===== config.mk =====
export PLATFORM = sky130hd
export DESIGN_NAME = fifo_wr_arbiter
export DESIGN_NICKNAME = d
export VERILOG_FILES = /design/src/rtl/fifo_wr_arbiter.sv
export SDC_FILE = /design/constraint.sdc
export NUM_CORES = 1
export LEC_CHECK = 0
export CORE_UTILIZATION = 37
export DETAILED_ROUTE_END_ITERATION = 16
export GPL_TIMING_DRIVEN = 0
export PLACE_DENSITY = 0.86
export SETUP_SLACK_MARGIN = 0.2
export SKIP_LAST_GASP = 1
export SLEW_MARGIN = 40
export SYNTH_ARGS = -nofsm -noshare
export SYNTH_HDL_FRONTEND = slang
export SYNTH_SLANG_ARGS = --single-unit

===== constraint.sdc =====
create_clock -name clock -period 1.6 [get_ports clock]
set_input_delay 0.32 -clock clock [delete_from_list [all_inputs] [get_ports clock]]
set_output_delay 0.32 -clock clock [all_outputs]
set_load 0.005 [all_outputs]

===== src/rtl/fifo_wr_arbiter.sv =====
// Round-robin arbiter for the write side of one shared FIFO.
// The grant is held for a bounded burst so that no requester can starve the others.
module fifo_wr_arbiter #(
  parameter int NREQ     = 4,
  parameter int DWIDTH   = 8,
  parameter int MAXBURST = 4
) (
  input  logic                     clock,
  input  logic                     reset,
  input  logic [NREQ-1:0]          req,
  input  logic [NREQ*DWIDTH-1:0]   data,
  output logic [NREQ-1:0]          ack,
  output logic [NREQ-1:0]          grant,
  input  logic                     fifo_full,
  output logic                     fifo_inc,
  output logic [DWIDTH-1:0]        fifo_din,
  output logic                     busy
);

  localparam int PW = $clog2(NREQ);

  typedef enum logic [1:0] {IDLE, XFER, REARB} state_t;

  state_t          state_q, state_d;
  logic [NREQ-1:0] grant_q, grant_d;
  logic [PW-1:0]   last_q, last_d;
  logic [3:0]      count_q, count_d;

  logic            found;
  logic [PW-1:0]   win_idx;
  logic [PW-1:0]   cand_idx;
  logic [NREQ-1:0] win_onehot;
  int              cand;
  logic            req_own;
  logic            accept;
  logic            burst_done;

  // Pointer resets to NREQ-1 so requester 0 wins the first arbitration.
  always_ff @(posedge clock or posedge reset) begin
    if (reset) begin
      state_q <= IDLE;
      grant_q <= '0;
      last_q  <= PW'(NREQ - 1);
      count_q <= '0;
    end else begin
      state_q <= state_d;
      grant_q <= grant_d;
      last_q  <= last_d;
      count_q <= count_d;
    end
  end

  always_comb begin
    found      = 1'b0;
    win_idx    = last_q;
    cand       = 0;
    cand_idx   = '0;
    win_onehot = '0;
    for (int k = 1; k <= NREQ; k++) begin
      cand     = (int'(last_q) + k) % NREQ;
      cand_idx = PW'(cand);
      if (!found && req[cand_idx]) begin
        found   = 1'b1;
        win_idx = cand_idx;
      end
    end
    win_onehot[win_idx] = 1'b1;
  end

  // Grant is one-hot, so masking req by it yields the owner's request bit.
  always_comb begin
    req_own    = |(grant_q & req);
    accept     = (state_q == XFER) && req_own && !fifo_full;
    burst_done = (count_q == 4'(MAXBURST - 1));
  end

  always_comb begin
    state_d = state_q;
    grant_d = grant_q;
    last_d  = last_q;
    count_d = count_q;
    unique case (state_q)
      IDLE, REARB: begin
        if (found) begin
          state_d = XFER;
          grant_d = win_onehot;
          last_d  = win_idx;
          count_d = '0;
        end else begin
          state_d = IDLE;
          grant_d = '0;
        end
      end
      XFER: begin
        if (!req_own) begin
          state_d = REARB;
          grant_d = '0;
        end else if (accept) begin
          count_d = count_q + 4'd1;
          if (burst_done) begin
            state_d = REARB;
            grant_d = '0;
          end
        end
      end
      default: begin
        state_d = IDLE;
        grant_d = '0;
      end
    endcase
  end

  always_comb begin
    grant    = grant_q;
    fifo_inc = accept;
    ack      = accept ? grant_q : '0;
    busy     = (state_q != IDLE);
    fifo_din = '0;
    for (int i = 0; i < NREQ; i++) begin
      if (grant_q[i]) fifo_din = data[i*DWIDTH +: DWIDTH];
    end
  end

endmodule


; After elaboration in Yosys (flattened, before gate mapping)
; Cells that the tools add are included.
[word_totals]
ramBits = 0
latch_bits = 0
ff_bits = 12
romBits = 0
input_bits = 39
out_inout_bits = 18
mem_count = 0
word_cells = 79
[classes]
add_sub_neg = 5
n_bitwise = 1
eq_ne = 8
n_shift = 0
div = 0
multipliers = 0
n_reduce_logical = 18
n_lt_le_gt_ge = 6
muxes = 37
[ops]
columns = cell, count
row1 = $mux W4, 8
row2 = $mux W8, 4
row3 = $pmux W4 S2, 2
row4 = $lt A2 B3 Y1 const B, 5
row5 = $mux W2, 7
row6 = $mux W1, 10
row7 = $bmux W1 S2, 4
row8 = $logic_and A1 B1 Y1, 6
row9 = $ne A2 B2 Y1 const B, 3
row10 = $ne A3 B3 Y1 const B, 2
row11 = $add A2 B1 Y2 const B, 2
row12 = $add A2 B2 Y2 const B, 2
row13 = $add A4 B1 Y4 const B, 1
row14 = $and A4 B4 Y4, 1
row15 = $eq A4 B2 Y1 const B, 1
row16 = $logic_not A1 Y1, 4
row17 = $pmux W2 S2, 1
row18 = $reduce_and A2 Y1, 2
row19 = $reduce_and A4 Y1, 1
row20 = $reduce_bool A2 Y1, 2
row21 = $reduce_or A4 Y1, 1
row22 = $demux W1 S2, 1
row23 = $eq A2 B1 Y1 const B, 1
row24 = $eq A2 B2 Y1 const B, 1
row25 = other kinds (3), 3

; Logic depth before layout (Yosys ltp)
[logic_depth]
word_depth = 19
ltp_mapped = 6
ltp_nobuf = 4

; Least setup slack after synthesis
; OpenSTA, ideal clock, no wires.
[synth_path]
path_kind = reg-to-output
start = reg grant_q[2], in the netlist grant[2]
end = out ack[0]
stages_incl_launch_ff = 6
required_time_ps = 1280
arrival_ps = 1159
setup_slack_ps = 121
n_path_buf = 2
cell_sequence = dfrtp_1 > buf_2 > a22oi_2 > a211oi_4 > buf_6 > and2_1
[synth_between]
elab_chain_cells = 5
[synth_lines]
columns = item, line
row1 = from (decl), 25  ; logic [NREQ-1:0] grant_q, grant_d;
row2 = from (signal assigned), 47  ; grant_q <= grant_d;
row3 = $and A4 B4 Y4, 72  ; req_own = |(grant_q & req);
row4 = $reduce_or A4 Y1, 72
row5 = $logic_and A1 B1 Y1 (2 in series), 73  ; accept = (state_q == XFER) && req_own && !fifo_full;
row6 = via fifo_inc, 15  ; output logic fifo_inc,
row7 = $mux W4, 116  ; ack = accept ? grant_q : '0;
row8 = to (decl), 12  ; output logic [NREQ-1:0] ack,
; The timed path passes the listed nets, and every way through them passes these cells.

; Worst setup path after layout
[layout_path]
start = reg grant_q[1], in the netlist grant[1]
end = out fifo_din[3]
[layout_between]
elab_chain_cells = 3
[layout_lines]
columns = item, line
row1 = $mux W8 (3 in series), 120  ; if (grant_q[i]) fifo_din = data[i*DWIDTH +: DWIDTH];
row2 = to (decl), 16  ; output logic [DWIDTH-1:0] fifo_din,
; Every way passes these cells.

==> results.md <==
* Status: finished, violations left
* Failing checks: negative setup slack
* Max VDD drop at 1.37 mV
* Area Growth Syn to Fin at 109%
* Leading post-synthesis cells by cell area: dfrtp_1 (27%), nor2b_1 (8.1%), a221oi_1 (7.5%), o31ai_1 (7.3%), dfstp_2 (5.7%)
* Critical Path AT at 1.72 ns
* Worst setup path class: reg -> out
* CTS tree: done
* Async SR Flop Fraction at 1.00
* Final setup viols at 22
* Crit path buffers/inverters at 3
* Grt ovf at 0
* Clk pin slew, worst setup/hold paths at ~0.080 ns
* Reg2reg start: count_q[0]
* Hpwl dp at 2.22 mm
* NumNets Final at 233
* Setup tns final at -5.53 ns
* Initial Util at 0.404
* CP top delay family: buffers and inverters
* Initial antenna violation count at 0
* Synth Warn # at 0
* Placed cells at 187
* Via density at 5.77
* Setup repair after global routing missed its margin: true
* First-pass GRT wire length at 5.40 mm
* Flops & latches, synth at 12
* Most frequent cells in the layout: clkdlybuf4s50_1 (34), buf_6 (25), nor2b_1 (12), nand2_1 (11), buf_4 (11)
* N_diodes at 0
* Min Tclk post-route at between 2 and 2.5 ns
* Syn nets at 143
* Crit path from: grant[1]
* WP data required at 1.28 ns
* H-tree depth at 1
* Detailed Routing Iterations Pass 1 at 4
* Synth top area share at 0.270
* Clock buffer depth at 2
* Sink Count at 12
* IO Pins at 57
* Critical path endpoint category: output port
* Synth Flop Type: dfrtp_1
* Worst Hold Class: in -> async
* Pleak at around 0.00085 uW
* Syn Std Cell Area at 928 um2
* Die height at 52.1 um
* Final hold viol count at 0
* Finished Layout Cells at 220
* Detailed-route via count at around 1300
* Row Count at 17
* Avg WL per Cell at 18.8 um
* Final WS setup at -0.445 ns
* Syn Area/Cell at 9.01 um2
* Final ANT Viol Nets at 0
* Slew HR at 0.523
* Fmax at between 400 and 500 MHz
* Crit-path slowest cell: dfrtp_1
* IO Port Bufs at 56
* Post-synthesis sequential area ratio at 0.326
* Critical Path Fanout Max at 8
* Die area at 2710 um2
* Post-route DRC at 0
* Share of cells above drive strength 1 at 0.427
* Vias in the first global route at around 1200
* Syn Inst Count at 103
* Worst slew pin tran at 0.711 ns
* CP Launch Type: register
* Most common cell after layout, fill and taps aside: clkdlybuf4s50_1
* Final count of pins violating max slew at 0
* Largest net degree at the start of global routing at 13
* Power Density at 1640 nW/um2
* Placer Congestion at ~0.84
* Clock Root Buffer: clkbuf_4
* Max-cap violation count at 0
* All-Layer GR Usage at 0.283
* Routed WL at 4.14 mm
* Clk_skew at about 0.014 ns
* Unique masters post-synth at 35
* Final worst path period share at 1.28
* Post-synth EDFFs at 0
* Clk_lat worst skew at about 0.30 ns
* CTS Buf Count at 3
* Hold_buf cts at 0
* Crit-path cells: nor2b_1 > clkbuf_8 > buf_6 > a221oi_2 > o31ai_1 > buf_2
* Worst stage delay on the critical path at 0.42 ns
* First DRT Iteration DRCs at 22
* Die width at 52.1 um
* Largest area contributor in the netlist: dfrtp_1
* Hold_ws at roughly 0.34 ns
* R2R Setup Slk at -0.16 ns
* Core area at about 2300 um2
[layout make-up]
cell class | count | area (um2)
Multi-Input combinational cell | 81 | 691
Fill cell | 124 | 354
Tap cell | 28 | 35.0
Sequential cell | 12 | 303
Clock buffer | 4 | 26.3
Inverter | 3 | 11.3
Timing Repair Buffer | 85 | 792
Buffer | 7 | 85.1
[logic make-up after synthesis]
group,synth area share
AO/OA/AOI/OAI,0.337
adder cells (fa/ha/maj),0.0135
buffers and inverters,0.0539
flip-flops,0.326
multiplexers,0.0391
AND/OR/NAND/NOR,0.230
[cell usage after synthesis, types with 2 or more instances]
| cell type | number |
|---|---|
| inv_1 | 3 |
| clkbuf_1 | 4 |
| nor2_1 | 4 |
| dfstp_2 | 2 |
| nand2_1 | 12 |
| o21ai_0 | 5 |
| o31ai_1 | 9 |
| dfrtp_1 | 10 |
| nand2b_1 | 3 |
| a32o_1 | 4 |
| nor2b_1 | 12 |
| a21oi_1 | 2 |
| a221oi_1 | 8 |
| and2_1 | 4 |
[registers in the layout, summed over array words and instances, names as in the netlist]
signal / count
last_q: 2
grant: 4
state_q: 2
count_q: 4
[where the power goes]
part	switching (uW)	internal [uW]	total, uW	leakage, uW
clock network	112	97.4	209	0.0000150
registers	104	434	537	0.000155
logic	1080	1370	2450	0.000681
total	1290	1900	3190	0.000851
[metal layers]
layer	GRT usage	vias to the layer above	share of wire
met5	0	-	0
met4	0.144	0	0.055
met3	0.102	21	0.10
met2	0.524	75	0.50
met1	0.268	604	0.34
li1	-	569	-
[what timing repair did]
| action | in CTS | in global routing |
|---|---|---|
| setup buffers | 20 | 6 |
| hold endpoints to repair | 0 | 0 |
| gates cloned | 3 | 0 |
| endpoints found under the setup margin | 28 | 28 |
| pin swaps | 12 | 9 |
| resized for setup | 97 | 23 |
[worst paths after layout]
| path | end | cells after the start |
|---|---|---|
| max | fifo_din[3] | 6 |
| min | count_q[1] | 2 |
| max reg2reg | grant[2] | 4 |
| min reg2reg | count_q[3] | 1 |
| max in group asynchronous | last_q[1] | 2 |
| min in group clock | count_q[3] | 1 |
[stage by stage]
step	setup WS (ns)	utilization	cell area, um2	total power (uW)
detailed placement	-0.846	0.673	1550	2240
finish	-0.445	0.846	1940	3190
floorplan	0.172	-	951	1440
CTS	-0.384	0.802	1840	2850
global placement	-0.805	0.673	1550	2190
global route	-0.469	0.846	1940	3390
[worst reg2reg max path, delay by kind of cell, from the launching register on]
kind                     cells  cell delay [ns]
flip-flops                   1             0.43
AO/OA/AOI/OAI                2             0.83
adder cells (fa/ha/maj)      1             0.26
AND/OR/NAND/NOR              1             0.15
Note: power is estimated with default switching activity, not from simulation.
